**src/rtl/dispatcher_pkg.sv**
```systemverilog
// Shared constants and types for the dispatcher packet scheduler.
package dispatcher_pkg;

  localparam int unsigned PKT_W = 134;

  localparam logic [1:0] HDR_HEAD = 2'b01;
  localparam logic [1:0] HDR_MID  = 2'b11;
  localparam logic [1:0] HDR_TAIL = 2'b10;

  typedef enum logic {
    ARB,
    XFER
  } state_e;

endpackage

```
**src/rtl/dispatcher_pkt_sched_if.sv**
```systemverilog
// RDMA write-side bundle: packet words, packet flag and almost-full back-pressure.
interface dispatcher_pkt_sched_if;

  logic                            out_rdma_pkt_wr;
  logic [dispatcher_pkg::PKT_W-1:0] out_rdma_pkt;
  logic                            out_rdma_valid_wr;
  logic                            out_rdma_valid;
  logic                            in_rdma_pkt_almostfull;

  modport master (
    output out_rdma_pkt_wr,
    output out_rdma_pkt,
    output out_rdma_valid_wr,
    output out_rdma_valid,
    input  in_rdma_pkt_almostfull
  );

  modport slave (
    input  out_rdma_pkt_wr,
    input  out_rdma_pkt,
    input  out_rdma_valid_wr,
    input  out_rdma_valid,
    output in_rdma_pkt_almostfull
  );

endinterface

```
**src/rtl/dispatcher_rr_pick.sv**
```systemverilog
// Rotating-priority first-one finder: first set request at or after start_i, wrapping.
module dispatcher_rr_pick #(
  parameter int unsigned N    = 4,
  parameter int unsigned IdxW = $clog2(N)
) (
  input  logic [N-1:0]    req_i,
  input  logic [IdxW-1:0] start_i,
  output logic [IdxW-1:0] idx_o,
  output logic            found_o
);

  logic [N-1:0] rot;

  // Rotate so that bit 0 corresponds to the start pointer.
  assign rot = N'({req_i, req_i} >> start_i);

  always_comb begin
    int unsigned sum;
    sum     = 0;
    idx_o   = '0;
    found_o = 1'b0;
    for (int unsigned i = 0; i < N; i++) begin
      if (!found_o && rot[i]) begin
        sum = 32'(start_i) + i;
        if (sum >= N) sum = sum - N;
        idx_o   = IdxW'(sum);
        found_o = 1'b1;
      end
    end
  end

endmodule

```
**src/rtl/dispatcher_pkt_sched.sv**
```systemverilog
// Packet-granular weighted round-robin scheduler feeding the RDMA write port.
// Optional per-port discard counters when DISPATCH_DROP_CNT_EN is defined.
module dispatcher_pkt_sched import dispatcher_pkg::*; #(
  parameter int unsigned NPORT    = 4,
  parameter int unsigned WEIGHT_W = 4
) (
  input  logic                      clk,
  input  logic                      reset,
  input  logic [NPORT-1:0]          in_flag_empty,
  input  logic [NPORT-1:0]          in_flag_q,
  output logic [NPORT-1:0]          out_flag_rd,
  input  logic [NPORT*PKT_W-1:0]    in_pkt_q,
  output logic [NPORT-1:0]          out_pkt_rd,
  input  logic [NPORT*WEIGHT_W-1:0] in_weight,
  dispatcher_pkt_sched_if.master    rdma_io,
  output logic [2:0]                out_grant,
  output logic                      out_busy
`ifdef DISPATCH_DROP_CNT_EN
  ,
  output logic [NPORT*16-1:0]       out_drop_cnt
`endif
);

  localparam int unsigned PortW = $clog2(NPORT);

  state_e              state_q, state_d;
  logic [PortW-1:0]    cur_q, cur_d;
  logic [WEIGHT_W-1:0] credit_q [NPORT];
  logic [WEIGHT_W-1:0] credit_d [NPORT];
  logic [WEIGHT_W-1:0] reload   [NPORT];
  logic [WEIGHT_W-1:0] eff      [NPORT];
  logic [NPORT-1:0]    fresh_q, fresh_d;
  logic                keep_q, keep_d, keep_now;
  logic                first_q, first_d;
  logic [PKT_W-1:0]    pkt_q, pkt_d;
  logic                pkt_wr_q, pkt_wr_d;
  logic                vwr_q, vwr_d;
  logic [NPORT-1:0]    avail;
  logic [PortW-1:0]    start, pick_idx;
  logic                pick_found;
  logic [PKT_W-1:0]    word;
`ifdef DISPATCH_DROP_CNT_EN
  logic [15:0]         drop_q [NPORT];
  logic [15:0]         drop_d [NPORT];
`endif

  assign avail = ~in_flag_empty;
  assign start = (cur_q == PortW'(NPORT - 1)) ? '0 : cur_q + 1'b1;
  assign word  = in_pkt_q[cur_q * PKT_W +: PKT_W];

  // fresh_q marks credits not yet loaded since reset; they read as the current weight.
  always_comb begin
    for (int i = 0; i < NPORT; i++) begin
      reload[i] = in_weight[i * WEIGHT_W +: WEIGHT_W];
      if (reload[i] == '0) reload[i] = WEIGHT_W'(1);
      eff[i] = fresh_q[i] ? reload[i] : credit_q[i];
    end
  end

  dispatcher_rr_pick #(
    .N    (NPORT),
    .IdxW (PortW)
  ) u_rr_pick (
    .req_i   (avail),
    .start_i (start),
    .idx_o   (pick_idx),
    .found_o (pick_found)
  );

  always_comb begin
    state_d     = state_q;
    cur_d       = cur_q;
    credit_d    = credit_q;
    fresh_d     = fresh_q;
    keep_d      = keep_q;
    keep_now    = keep_q;
    first_d     = 1'b0;
    pkt_d       = pkt_q;
    pkt_wr_d    = 1'b0;
    vwr_d       = 1'b0;
    out_flag_rd = '0;
    out_pkt_rd  = '0;
`ifdef DISPATCH_DROP_CNT_EN
    drop_d      = drop_q;
`endif
    unique case (state_q)
      ARB: begin
        if (!rdma_io.in_rdma_pkt_almostfull && pick_found) begin
          if (!(avail[cur_q] && eff[cur_q] != '0)) begin
            credit_d[cur_q] = reload[cur_q];
            fresh_d[cur_q]  = 1'b0;
            cur_d           = pick_idx;
          end
          state_d = XFER;
          first_d = 1'b1;
        end
      end
      XFER: begin
        out_pkt_rd[cur_q] = 1'b1;
        if (first_q) begin
          out_flag_rd[cur_q] = 1'b1;
          keep_now           = in_flag_q[cur_q];
          keep_d             = keep_now;
        end
        if (keep_now) begin
          pkt_d    = word;
          pkt_wr_d = 1'b1;
        end
        // Discarded packets consume credit just like forwarded ones.
        if (word[PKT_W-1 -: 2] == HDR_TAIL) begin
          vwr_d           = keep_now;
          state_d         = ARB;
          credit_d[cur_q] = (eff[cur_q] == '0) ? '0 : eff[cur_q] - 1'b1;
          fresh_d[cur_q]  = 1'b0;
`ifdef DISPATCH_DROP_CNT_EN
          if (!keep_now && drop_q[cur_q] != 16'hFFFF) drop_d[cur_q] = drop_q[cur_q] + 16'd1;
`endif
        end
      end
      default: state_d = ARB;
    endcase
  end

  always_ff @(posedge clk or negedge reset) begin
    if (!reset) begin
      state_q  <= ARB;
      cur_q    <= '0;
      fresh_q  <= '1;
      keep_q   <= 1'b0;
      first_q  <= 1'b0;
      pkt_q    <= '0;
      pkt_wr_q <= 1'b0;
      vwr_q    <= 1'b0;
      for (int i = 0; i < NPORT; i++) begin
        credit_q[i] <= '0;
`ifdef DISPATCH_DROP_CNT_EN
        drop_q[i]   <= '0;
`endif
      end
    end else begin
      state_q  <= state_d;
      cur_q    <= cur_d;
      fresh_q  <= fresh_d;
      keep_q   <= keep_d;
      first_q  <= first_d;
      pkt_q    <= pkt_d;
      pkt_wr_q <= pkt_wr_d;
      vwr_q    <= vwr_d;
      credit_q <= credit_d;
`ifdef DISPATCH_DROP_CNT_EN
      drop_q   <= drop_d;
`endif
    end
  end

  assign rdma_io.out_rdma_pkt_wr   = pkt_wr_q;
  assign rdma_io.out_rdma_pkt      = pkt_q;
  assign rdma_io.out_rdma_valid_wr = vwr_q;
  assign rdma_io.out_rdma_valid    = vwr_q;
  assign out_grant                 = 3'(cur_q);
  assign out_busy                  = (state_q == XFER);

`ifdef DISPATCH_DROP_CNT_EN
  for (genvar g = 0; g < NPORT; g++) begin : g_drop
    assign out_drop_cnt[16*g +: 16] = drop_q[g];
  end
`endif

endmodule

```
**src/flat_wrapper.sv**
```systemverilog
// flat-port wrapper written by rule: the top's interface ports become plain ports
module dispatcher_pkt_sched_flat import dispatcher_pkg::*;
#(
  parameter int unsigned NPORT    = 4,
  parameter int unsigned WEIGHT_W = 4
)
  (clk, reset, in_flag_empty, in_flag_q, out_flag_rd, in_pkt_q, out_pkt_rd, in_weight, out_grant, out_busy, rdma_io_out_rdma_pkt_wr, rdma_io_out_rdma_pkt, rdma_io_out_rdma_valid_wr, rdma_io_out_rdma_valid, rdma_io_in_rdma_pkt_almostfull);
  dispatcher_pkt_sched_if rdma_io_i ();
  input  logic clk;
  input  logic reset;
  input  logic [NPORT-1:0] in_flag_empty;
  input  logic [NPORT-1:0] in_flag_q;
  output logic [NPORT-1:0] out_flag_rd;
  input  logic [NPORT*PKT_W-1:0] in_pkt_q;
  output logic [NPORT-1:0] out_pkt_rd;
  input  logic [NPORT*WEIGHT_W-1:0] in_weight;
  output logic [2:0] out_grant;
  output logic out_busy;
  output wire logic [$bits(rdma_io_i.out_rdma_pkt_wr)-1:0] rdma_io_out_rdma_pkt_wr;
  output wire logic [$bits(rdma_io_i.out_rdma_pkt)-1:0] rdma_io_out_rdma_pkt;
  output wire logic [$bits(rdma_io_i.out_rdma_valid_wr)-1:0] rdma_io_out_rdma_valid_wr;
  output wire logic [$bits(rdma_io_i.out_rdma_valid)-1:0] rdma_io_out_rdma_valid;
  input wire logic [$bits(rdma_io_i.in_rdma_pkt_almostfull)-1:0] rdma_io_in_rdma_pkt_almostfull;
  assign rdma_io_out_rdma_pkt_wr = rdma_io_i.out_rdma_pkt_wr;
  assign rdma_io_out_rdma_pkt = rdma_io_i.out_rdma_pkt;
  assign rdma_io_out_rdma_valid_wr = rdma_io_i.out_rdma_valid_wr;
  assign rdma_io_out_rdma_valid = rdma_io_i.out_rdma_valid;
  assign rdma_io_i.in_rdma_pkt_almostfull = rdma_io_in_rdma_pkt_almostfull;
  dispatcher_pkt_sched #(.NPORT(NPORT), .WEIGHT_W(WEIGHT_W)) u_core (.clk(clk), .reset(reset), .in_flag_empty(in_flag_empty), .in_flag_q(in_flag_q), .out_flag_rd(out_flag_rd), .in_pkt_q(in_pkt_q), .out_pkt_rd(out_pkt_rd), .in_weight(in_weight), .rdma_io(rdma_io_i), .out_grant(out_grant), .out_busy(out_busy));
endmodule
```
**config.mk**
```make
export PLATFORM = sky130hd
export DESIGN_NAME = dispatcher_pkt_sched_flat
export DESIGN_NICKNAME = d
export VERILOG_FILES = /design/src/rtl/dispatcher_pkg.sv /design/src/rtl/dispatcher_pkt_sched_if.sv /design/src/rtl/dispatcher_rr_pick.sv /design/src/rtl/dispatcher_pkt_sched.sv /design/src/flat_wrapper.sv
export SDC_FILE = /design/constraint.sdc
export NUM_CORES = 1
export LEC_CHECK = 0
export ABC_AREA = 1
export CAP_MARGIN = 20
export CORE_AREA = 2 2 279 281
export DETAILED_ROUTE_END_ITERATION = 16
export DIE_AREA = 0 0 281 283
export SYNTH_ARGS = -nofsm -noshare
export SYNTH_HDL_FRONTEND = slang
export SYNTH_SLANG_ARGS = --single-unit
export TNS_END_PERCENT = 30
```
**constraint.sdc**
```tcl
create_clock -name clk -period 4.83 [get_ports clk]
set_input_delay 0.7245 -clock clk [delete_from_list [all_inputs] [get_ports clk]]
set_output_delay 0.7245 -clock clk [all_outputs]
set_load 0.01 [all_outputs]
```
==> summary.txt, run 1 <==
Run status
  • Status: finished clean

Timing
  • Unrepaired setup endpoints after global routing: no
  • Tmin final: 3.727 ns
  • Final Cycle Share: 77.17%
  • Slew HR: 35.79%
  • Pins Over Slew Limit: 0
  • Clk_skew: 0.01697 ns
  • # setup viols final: 0
  • Worst-Margin Slew: 0.9631 ns
  • Final hold violation count: 0
  • Final setup TNS: 0 ns
  • Max Freq: 0.2683 GHz
  • Final Hold Slack: 0.2694 ns

Die
  • Die boundary width: 281 µm
  • Die Y-Extent: 283 µm
  • Total die area: 0.07952 mm²
  • Boundary pin count: 712
  • Core area: 0.07670 mm²
  • # rows: 102
  • Initial Util: 14.44%

Logic synthesis
  • Simple-Gate Fraction of Synth Area: 33.40%
  • Mapped Cells: 1691
  • Async SR Flop Fraction: 100.0%
  • Top post-synthesis cells by area: dfrtp_1, nor2_1, o21ai_0, a31oi_1, nand2_1
  • Mapped Area: 0.01108 mm²
  • Synth Area in XOR/XNOR: 0.1581%
  • Synth area leader: dfrtp_1
  • Synth unique cells: 39
  • Post-Syn Nets: 2258
  • #FFs+latches synth: 161
  • Largest family of logic cells by synthesized area: simple AND/OR/NAND/NOR gates
  • YS warnings: 0
  • Yosys top cell area share: 35.47%
  • Post-Synth Adder-Cell Area: 0.4518%
  • Sequential area share after synthesis: 36.42%
  • Synth Area in Compound Gates: 21.87%
  • Syn avg cell area: 6.550 µm²
  • Post-synth top flop: dfrtp_1
  • Mux contribution to synthesized area: 0%
  • Post-synth EDFFs: 0

Detailed routing
  • Drt via density: 4.114
  • Initial DRC count: 717
  • Avg WL per Cell: 17.63 µm
  • Via count: 13826
  • Post-Route WL: 59.25 mm
  • DRC viols: 0
  • Antenna viol nets, final: 0
  • Initial DRT Pass Iterations: 5

Layout
  • Highest-count cells in the layout ignoring fill and taps: clkdlybuf4s50_1, nor2_1, o21ai_0
  • N_diodes: 0
  • Filler Cell Count: 8474
  • Area growth, synth to finish: 77.23%
  • Nets@finish: 2875
  • Share of post-route cells with drive strength above 1: 4.826%
  • Most common cell after layout, fill and taps aside: clkdlybuf4s50_1

Global routing
  • Vias in the first global route: 13225
  • First-pass GRT wire length: 84.84 mm
  • Largest net degree at the start of global routing: 144
  • Gr ovfl total: 0
  • GRT Resource Usage Total: 14.35%
  • Initial antenna violation count: 5

CTS
  • Clock tree buffer depth: 2
  • TritonCTS Buffers: 17
  • Clock Sinks: 161
  • Clock Pin Slew Worst Setup and Hold Paths: 0.08 ns
  • Post-CTS Setup Bufs: 0
  • CTS-repair resized insts: 0
  • Clk root buf: clkbuf_16
  • H-tree levels: 4
  • Clock Latency Late Sink: 0.47 ns
  • Hold Buf Count CTS: 0
  • TritonCTS clock tree: done

Power and ir drop
  • Clock power share: 13.6%
  • Internal power: 5.796 mW
  • Total power: 11.25 mW
  • Net switching power: 5.454 mW
  • Net Sw Frac: 48.48%
  • P_leak: 7.631 nW
  • Pwr per Cell Area: 573.1 mW/mm²
  • Combinational share of power: 64.0%
  • Maximum VDD drop: 501.5 µV
  • Sequential power share: 22.5%

Worst setup path
  • R2R Setup Slk: 1.82 ns
  • FF-to-FF path depth: 8
  • Worst R2R Start: u_core.cur_q[1]
  • R2r endpoint: u_core.rdma_io.out_rdma_pkt[122]
  • CP Max Fanout: 49
  • Crit path kind: reg -> out
  • Startpoint Class: register
  • Setup crit start: u_core.cur_q[1]
  • Data required, critical path: 4.11 ns
  • Critical path data arrival time: 3.00 ns
  • Crit path capture type: primary output
  • Worst Setup EP: out_flag_rd[1]

Placement
  • Buffers on Ports: 710
  • Routability cong.: 0.8664
  • Post-detail-place hpwl: 45.24 mm

Run
  • Total of max-cap violations: 0

Min path
  • Worst Hold Class: in -> async
sequential cells by signal (all words and copies together), names as in the netlist:
register                        flops
u_core.rdma_io.out_rdma_pkt_wr      1
u_core.fresh_q                      4
u_core.out_busy                     1
u_core.rdma_io.out_rdma_pkt       134
u_core.keep_q                       1
u_core.rdma_io.out_rdma_valid       1
u_core.cur_q                        2
u_core.first_q                      1
u_core.credit_q                    16
power by group through the flow:
stage | Combinational [mW] | Sequential, mW | Clock, mW
2_1_floorplan | 4.06 | 2.65 | 0
3_3_place_gp | 7.27 | 2.53 | 0
3_5_place_dp | 7.28 | 2.55 | 0
4_1_cts | 7.31 | 2.54 | 1.62
5_1_grt | 7.96 | 2.62 | 1.66
6_report | 7.19 | 2.53 | 1.53
area by class of cell:
| class | count | area (µm²) | area share (%) |
|---|---|---|---|
| inverter | 39 | 166.4 | 0.8477 |
| clock buffer | 18 | 429.2 | 2.186 |
| tap | 1040 | 1301 | 6.628 |
| sequential | 161 | 4041 | 20.59 |
| multi-input combinational | 1358 | 6193 | 31.55 |
| timing repair buffer | 731 | 7306 | 37.21 |
| clock inverter | 14 | 193.9 | 0.9879 |
critical path, stage by stage, from the launching register on:
cell and delay [ns]:
dfrtp_4 0.67, inv_6 0.42, ha_1 0.45, nand2_1 0.15, nor2_1 0.20, clkdlybuf4s50_1 0.60
cell usage after synthesis, drive strengths merged, types with 2 or more instances:
cell / number
dfstp: 4
xor2: 2
nand3: 52
nor2: 689
o21ai: 286
buf: 84
nand2: 164
nand4: 4
a21oi: 15
dfrtp: 157
ha: 4
a31oi: 132
inv: 38
clkbuf: 49
o22ai: 4
per-layer routing:
metal | up-vias | part of all wire, % | global-route usage (%)
met2 | 621 | 46 | 23.45
li1 | 6822 | - | -
met1 | 6324 | 41 | 17.28
met3 | 57 | 9.1 | 4.610
met4 | 2 | 3.4 | 5.882
met5 | - | 0.022 | 0
worst min path at each step:
stage | startpoint | to | slack, ns | cells after the start
global route | reset | u_core.credit_q[15] | 0.29 | 1
detailed placement | u_core.credit_q[11] | u_core.credit_q[11] | 0.46 | 2
finish | reset | u_core.credit_q[14] | 0.27 | 1
global placement | u_core.credit_q[9] | u_core.credit_q[9] | 0.46 | 2
CTS | reset | u_core.credit_q[2] | 0.27 | 1
floorplan | reset | u_core.credit_q[0] | 0.43 | 0
through the flow:
step / std cells / util [%] / setup slack, ns / cell area (µm²)
2_1_floorplan: 1691 / - / 1.964 / 11080
3_3_place_gp: 3329 / 24.78 / 1.575 / 19010
3_5_place_dp: 3329 / 24.78 / 1.569 / 19010
4_1_cts: 3361 / 25.59 / 1.002 / 19630
5_1_grt: 3361 / 25.59 / 0.8805 / 19630
6_report: 3361 / 25.59 / 1.103 / 19630
cells by family (layout without fill, tap and decap cells):
| logic type | Yosys count | after routing |
|---|---|---|
| AOI/OAI and AO/OA | 441 | 441 |
| xor gates and xnor gates | 2 | 2 |
| adders and majority gates | 4 | 4 |
| buffers and inverters | 172 | 802 |
| DFF | 161 | 161 |
| other | 1 | 1 |
| and+or+nand+nor | 910 | 910 |
Note: power is estimated with default switching activity, not from simulation.
==> inputs of run 2 (changes only) <==
--- a/config.mk
+++ b/config.mk
@@ -7,9 +7,9 @@
 export LEC_CHECK = 0
 export ABC_AREA = 1
 export CAP_MARGIN = 20
-export CORE_AREA = 2 2 279 281
+export CORE_AREA = 2 2 273 275
 export DETAILED_ROUTE_END_ITERATION = 16
-export DIE_AREA = 0 0 281 283
+export DIE_AREA = 0 0 275 277
 export SYNTH_ARGS = -nofsm -noshare
 export SYNTH_HDL_FRONTEND = slang
 export SYNTH_SLANG_ARGS = --single-unit
==> constraint.sdc (replaced) <==
create_clock -name clk -period 3.6 [get_ports clk]
set_input_delay 0.54 -clock clk [delete_from_list [all_inputs] [get_ports clk]]
set_output_delay 0.54 -clock clk [all_outputs]
set_load 0.01 [all_outputs]
==> summary.txt, run 2 (synthesized netlist as in run 1, its figures left out) <==
Placement
  • Routability cong.: 0.8735 (+0.82%)
  • Buffers on Ports: 710 (unchanged)
  • Post-detail-place hpwl: 45.73 mm (+1.1%)

Power and ir drop
  • Maximum VDD drop: 781.1 µV (+56%)
  • Pwr per Cell Area: 780.0 mW/mm² (+36%)
  • P_leak: 7.658 nW (+0.36%)
  • Total power: 15.30 mW (+36%)

Timing
  • # setup viols final: 0 (unchanged)
  • Final hold violation count: 0 (unchanged)
  • Worst-Margin Slew: 0.9655 ns (+0.002426 ns)
  • Max Freq: 0.3095 GHz
  • Tmin final: 3.231 ns
  • Clk_skew: 0.01173 ns (-0.005243 ns)
  • Final setup TNS: 0 ns (unchanged)
  • Final Cycle Share: 89.76%
  • Slew HR: 35.63% (-0.16 points)
  • Pins Over Slew Limit: 0 (unchanged)
  • Unrepaired setup endpoints after global routing: no

Run status
  • Status: finished clean

Die
  • Total die area: 0.07618 mm² (-4.2%)
  • Boundary pin count: 712 (unchanged)
  • Core area: 0.07357 mm² (-4.1%)
  • # rows: 100 (-2.0%)
  • Die Y-Extent: 277 µm (-2.1%)
  • Initial Util: 15.06% (+0.61 points)
  • Die boundary width: 275 µm (-2.1%)

Worst setup path
  • Crit path kind: reg -> out
  • Startpoint Class: register
  • CP Max Fanout: 28 (-43%)
  • Critical path data arrival time: 2.69 ns (-0.31 ns)
  • Crit path capture type: primary output
  • Data required, critical path: 3.06 ns (-1.05 ns)

Run
  • Total of max-cap violations: 0 (unchanged)

Layout
  • Area growth, synth to finish: 77.07% (about the same)
  • Highest-count cells in the layout ignoring fill and taps: clkdlybuf4s50_1, nor2_1, o21ai_0
  • Most common cell after layout, fill and taps aside: clkdlybuf4s50_1
  • Share of post-route cells with drive strength above 1: 4.866% (+0.041 points)
  • Nets@finish: 2876 (+0.035%)
  • Max reg flops: 134 (unchanged)
  • Filler Cell Count: 8168 (-3.6%)

Global routing
  • First-pass GRT wire length: 85.07 mm (+0.28%)
  • Vias in the first global route: 13424 (+1.5%)
  • Gr ovfl total: 0 (unchanged)
  • Largest net degree at the start of global routing: 152 (+5.6%)
  • Initial antenna violation count: 5 (unchanged)
  • GRT Resource Usage Total: 15.00% (+0.65 points)

CTS
  • TritonCTS clock tree: done
  • Clk root buf: clkbuf_16
  • Clock tree buffer depth: 2 (unchanged)
  • CTS-repair resized insts: 0 (unchanged)
  • Clock Pin Slew Worst Setup and Hold Paths: 0.07 ns (about the same)
  • Clock Sinks: 161 (unchanged)
  • H-tree levels: 4 (unchanged)
  • Hold Buf Count CTS: 0 (unchanged)
  • Clock Latency Late Sink: 0.48 ns (about the same)
  • TritonCTS Buffers: 17 (unchanged)
  • Post-CTS Setup Bufs: 0 (unchanged)

Detailed routing
  • Initial DRC count: 754 (+5.2%)
  • Via count: 13805 (-0.15%)
  • Antenna viol nets, final: 0 (unchanged)
  • Post-Route WL: 59.52 mm (+0.47%)
  • DRC viols: 0 (unchanged)
  • Initial DRT Pass Iterations: 5 (unchanged)
  • Avg WL per Cell: 18.08 µm (+2.6%)
  • Drt via density: 4.193 (+1.9%)

Min path
  • Worst Hold Class: in -> async
-- run 2: cell types whose count changed in the layout (fill, tap and decap cells not counted) --
| cell | previous run | this run |
|---|---|---|
| clkinvlp_4 | 2 | 3 |
| inv_8 | 3 | 6 |
| buf_12 | 3 | 8 |
| inv_6 | 7 | 5 |
| clkinv_8 | 1 | 0 |
| diode_2 | 0 | 1 |
| clkinv_4 | 1 | 0 |
| buf_4 | 18 | 14 |
-- run 2: power breakdown --
| group | switching, mW | internal [mW] |
|---|---|---|
| registers | 0.642 | 2.73 |
| logic | 5.89 | 3.99 |
| clock network | 0.920 | 1.12 |
| total | 7.45 | 7.85 |
-- run 2: per-layer routing --
metal / track usage (%) / routed length [µm]
met3: 4.613 / 5242
met4: 5.696 / 1926
met2: 25.28 / 28240
met1: 17.70 / 24070
met5: 0 / 37
-- run 2: critical path, stage by stage (launching register included) --
cell and delay [ns]:
dfrtp_4 0.63, inv_8 0.24, ha_1 0.42, nand2_1 0.16
inv_1 0.19, clkdlybuf4s50_1 0.58
-- run 2: through the flow --
step	hold slack, ns	setup WS (ns)	cell area, µm²	std cells	util (%)
after global routing	0.1296	0.2229	19610	3291	26.66
final	0.1135	0.3686	19610	3292	26.66
after detailed placement	0.4629	0.8305	18990	3259	25.81
after global placement	0.4614	0.8978	18990	3259	25.81
after CTS	0.09617	0.3447	19610	3291	26.66
after floorplan	0.2444	0.7342	11080	1691	-
-- run 2: path summary, 6_finish.rpt --
kind                               startpoint                         endpoint  slack [ns]  cells past startpoint
max reg2reg                   u_core.cur_q[0]              u_core.credit_q[14]        0.86                     14
max                           u_core.cur_q[0]                    out_pkt_rd[0]        0.37                      5
max in group asynchronous               reset  u_core.rdma_io.out_rdma_pkt[90]        2.47                      2
min reg2reg                u_core.credit_q[5]               u_core.credit_q[5]        0.48                      2
min                                     reset  u_core.rdma_io.out_rdma_pkt[24]        0.11                      1
min in group clk           u_core.credit_q[5]               u_core.credit_q[5]        0.48                      2
-- run 2: layout make-up --
cell class                      instances  area, µm²  area share [%]
Clock buffer                           18      429.2           2.188
Antenna cell                            1      2.502         0.01276
Tap cell                              969       1212           6.181
Inverter                               39      166.4          0.8484
Clock inverter                         14      192.7          0.9824
Multi-Input combinational cell       1358       6193           31.58
Timing Repair Buffer                  732       7376           37.61
Sequential cell                       161       4041           20.60
==> inputs of run 3 (changes only) <==
==> constraint.sdc (replaced) <==
create_clock -name clk -period 3 [get_ports clk]
set_input_delay 0.45 -clock clk [delete_from_list [all_inputs] [get_ports clk]]
set_output_delay 0.45 -clock clk [all_outputs]
set_load 0.01 [all_outputs]
==> summary.txt, run 3 (synthesized netlist as in run 1, its figures left out) <==
CTS
  • Hold Buf Count CTS: 0 (unchanged)
  • TritonCTS Buffers: 17 (unchanged)
  • Clock Sinks: 161 (unchanged)
  • Clk root buf: clkbuf_16
  • TritonCTS clock tree: done
  • H-tree levels: 4 (unchanged)
  • Clock Latency Late Sink: 0.48 ns (about the same)
  • Clock Pin Slew Worst Setup and Hold Paths: 0.08 ns (about the same)
  • Clock tree buffer depth: 2 (unchanged)

Die
  • Die boundary width: 275 µm (unchanged)
  • Core area: 0.07357 mm² (unchanged)
  • Die Y-Extent: 277 µm (unchanged)
  • Boundary pin count: 712 (unchanged)
  • Initial Util: 15.06% (unchanged)
  • # rows: 100 (unchanged)
  • Total die area: 0.07618 mm² (unchanged)

Worst setup path
  • Data required, critical path: 2.55 ns (-0.51 ns)
  • Startpoint Class: register
  • Crit path kind: reg -> out
  • FF-to-FF path depth: 13 (-1)
  • R2r endpoint: u_core.credit_q[8]
  • Worst R2R Start: u_core.cur_q[0]
  • Setup crit start: u_core.cur_q[0]
  • CP Max Fanout: 16 (-43%)
  • Crit path capture type: primary output
  • R2R Setup Slk: 0.56 ns (-0.30 ns)
  • Critical path data arrival time: 2.39 ns (-0.30 ns)

Timing
  • Final setup TNS: 0 ns (unchanged)
  • Clk_skew: 0.01725 ns (+0.005523 ns)
  • Final hold violation count: 0 (unchanged)
  • Slew HR: 41.37% (+5.7 points)
  • Final Cycle Share: 94.53%
  • Worst-Margin Slew: 0.8795 ns (-0.08605 ns)
  • # setup viols final: 0 (unchanged)
  • Pins Over Slew Limit: 0 (unchanged)
  • Tmin final: 2.836 ns
  • Unrepaired setup endpoints after global routing: no
  • Max Freq: 0.3526 GHz
  • Final setup margin: 0.1641 ns (-0.2045 ns)

Global routing
  • Initial antenna violation count: 5 (unchanged)
  • Gr ovfl total: 0 (unchanged)
  • Largest net degree at the start of global routing: 126 (-17%)
  • GRT Resource Usage Total: 15.26% (+0.26 points)
  • Vias in the first global route: 13630 (+1.5%)
  • First-pass GRT wire length: 86.19 mm (+1.3%)

Detailed routing
  • Via count: 13885 (+0.58%)
  • Antenna viol nets, final: 0 (unchanged)
  • DRC viols: 0 (unchanged)
  • Post-Route WL: 60.34 mm (+1.4%)
  • Initial DRT Pass Iterations: 6 (+1)
  • Avg WL per Cell: 18.21 µm (+0.69%)
  • Initial DRC count: 833 (+10%)
  • Drt via density: 4.190 (about the same)

Layout
  • Most common cell after layout, fill and taps aside: clkdlybuf4s50_1
  • Area growth, synth to finish: 78.29%
  • Nets@finish: 2899 (+0.80%)
  • Max reg flops: 134 (unchanged)
  • Share of post-route cells with drive strength above 1: 5.885% (+1.0 points)
  • N_diodes: 0 (-1)
  • Core Util, Final: 26.84% (+0.18 points)
  • Highest-count cells in the layout ignoring fill and taps: clkdlybuf4s50_1, nor2_1, o21ai_0

Placement
  • Pre-CTS setup slack: 0.4762 ns (-0.3542 ns)
  • Post-detail-place hpwl: 47.07 mm (+2.9%)
  • Buffers on Ports: 710 (unchanged)
  • Routability cong.: 0.9045 (+3.5%)

Power and ir drop
  • Internal power: 9.363 mW (+19%)
  • Sequential power share: 22.0% (about the same)
  • Clock power share: 12.3% (-1.0 points)
  • Maximum VDD drop: 734.6 µV (-5.9%)
  • Pwr per Cell Area: 933.7 mW/mm² (+20%)
  • Combinational share of power: 65.7% (+1.1 points)
  • Net switching power: 9.077 mW (+22%)
  • P_leak: 7.749 nW (+1.2%)
  • Net Sw Frac: 49.23% (+0.51 points)

Run
  • Total of max-cap violations: 0 (unchanged)

Min path
  • Worst Hold Class: in -> async

Run status
  • Status: finished clean
[run 3: through the flow]
step                total power [mW]  std cells  instance area (µm²)  hold WS (ns)
global placement               16.24       3280                19160        0.4691
finish                         18.44       3314                19750       0.03510
detailed placement             16.26       3281                19170        0.4631
floorplan                      10.81       1691                11080        0.1544
CTS                            18.70       3313                19740       0.02381
global route                   20.03       3314                19750       0.04756
[run 3: timing repair]
| item | CTS | global route |
|---|---|---|
| hold endpoints to repair | 0 | 0 |
| setup endpoints to repair | 0 | 3 |
| setup buffers | 0 | 1 |
| gates resized for setup | 0 | 2 |
[run 3: critical path, cell delays in order, from the launching register on]
cell and delay [ns]:
dfrtp_4 0.58, inv_8 0.16, ha_1 0.17, buf_4 0.17, nand2_1 0.11, inv_2 0.15, clkdlybuf4s50_1 0.57
[run 3: final cells by class]
| type | count | area, µm² |
|---|---|---|
| Inverter | 39 | 166.4 |
| Multi-Input combinational cell | 1358 | 6193 |
| Sequential cell | 161 | 4041 |
| Clock buffer | 18 | 429.2 |
| Fill cell | 8184 | 53820 |
| Timing Repair Buffer | 755 | 7561 |
| Clock inverter | 14 | 145.1 |
| Tap cell | 969 | 1212 |
[run 3: how the worst max path moves through the flow]
stage                                    end  slack (ns)
after floorplan           u_core.credit_q[2]        0.13
after global placement    u_core.credit_q[2]        0.54
after detailed placement  u_core.credit_q[3]        0.48
after CTS                      out_pkt_rd[0]       0.005
after global routing          out_flag_rd[1]        0.03
final                          out_pkt_rd[0]        0.16
[run 3: power groups by stage]
stage	Clock [mW]	Combinational, mW	Sequential, mW
2_1_floorplan	0	6.54	4.27
3_3_place_gp	0	12.1	4.10
3_5_place_dp	0	12.2	4.11
4_1_cts	2.38	12.2	4.09
5_1_grt	2.46	13.4	4.20
6_report	2.26	12.1	4.06
[run 3: per-layer routing]
layer / up-vias / routed length [µm] / GRT usage, %
met5: - / 48 / 0
li1: 6867 / - / -
met2: 606 / 28340 / 25.53
met4: 8 / 2284 / 6.847
met1: 6323 / 24280 / 17.70
met3: 81 / 5386 / 4.804
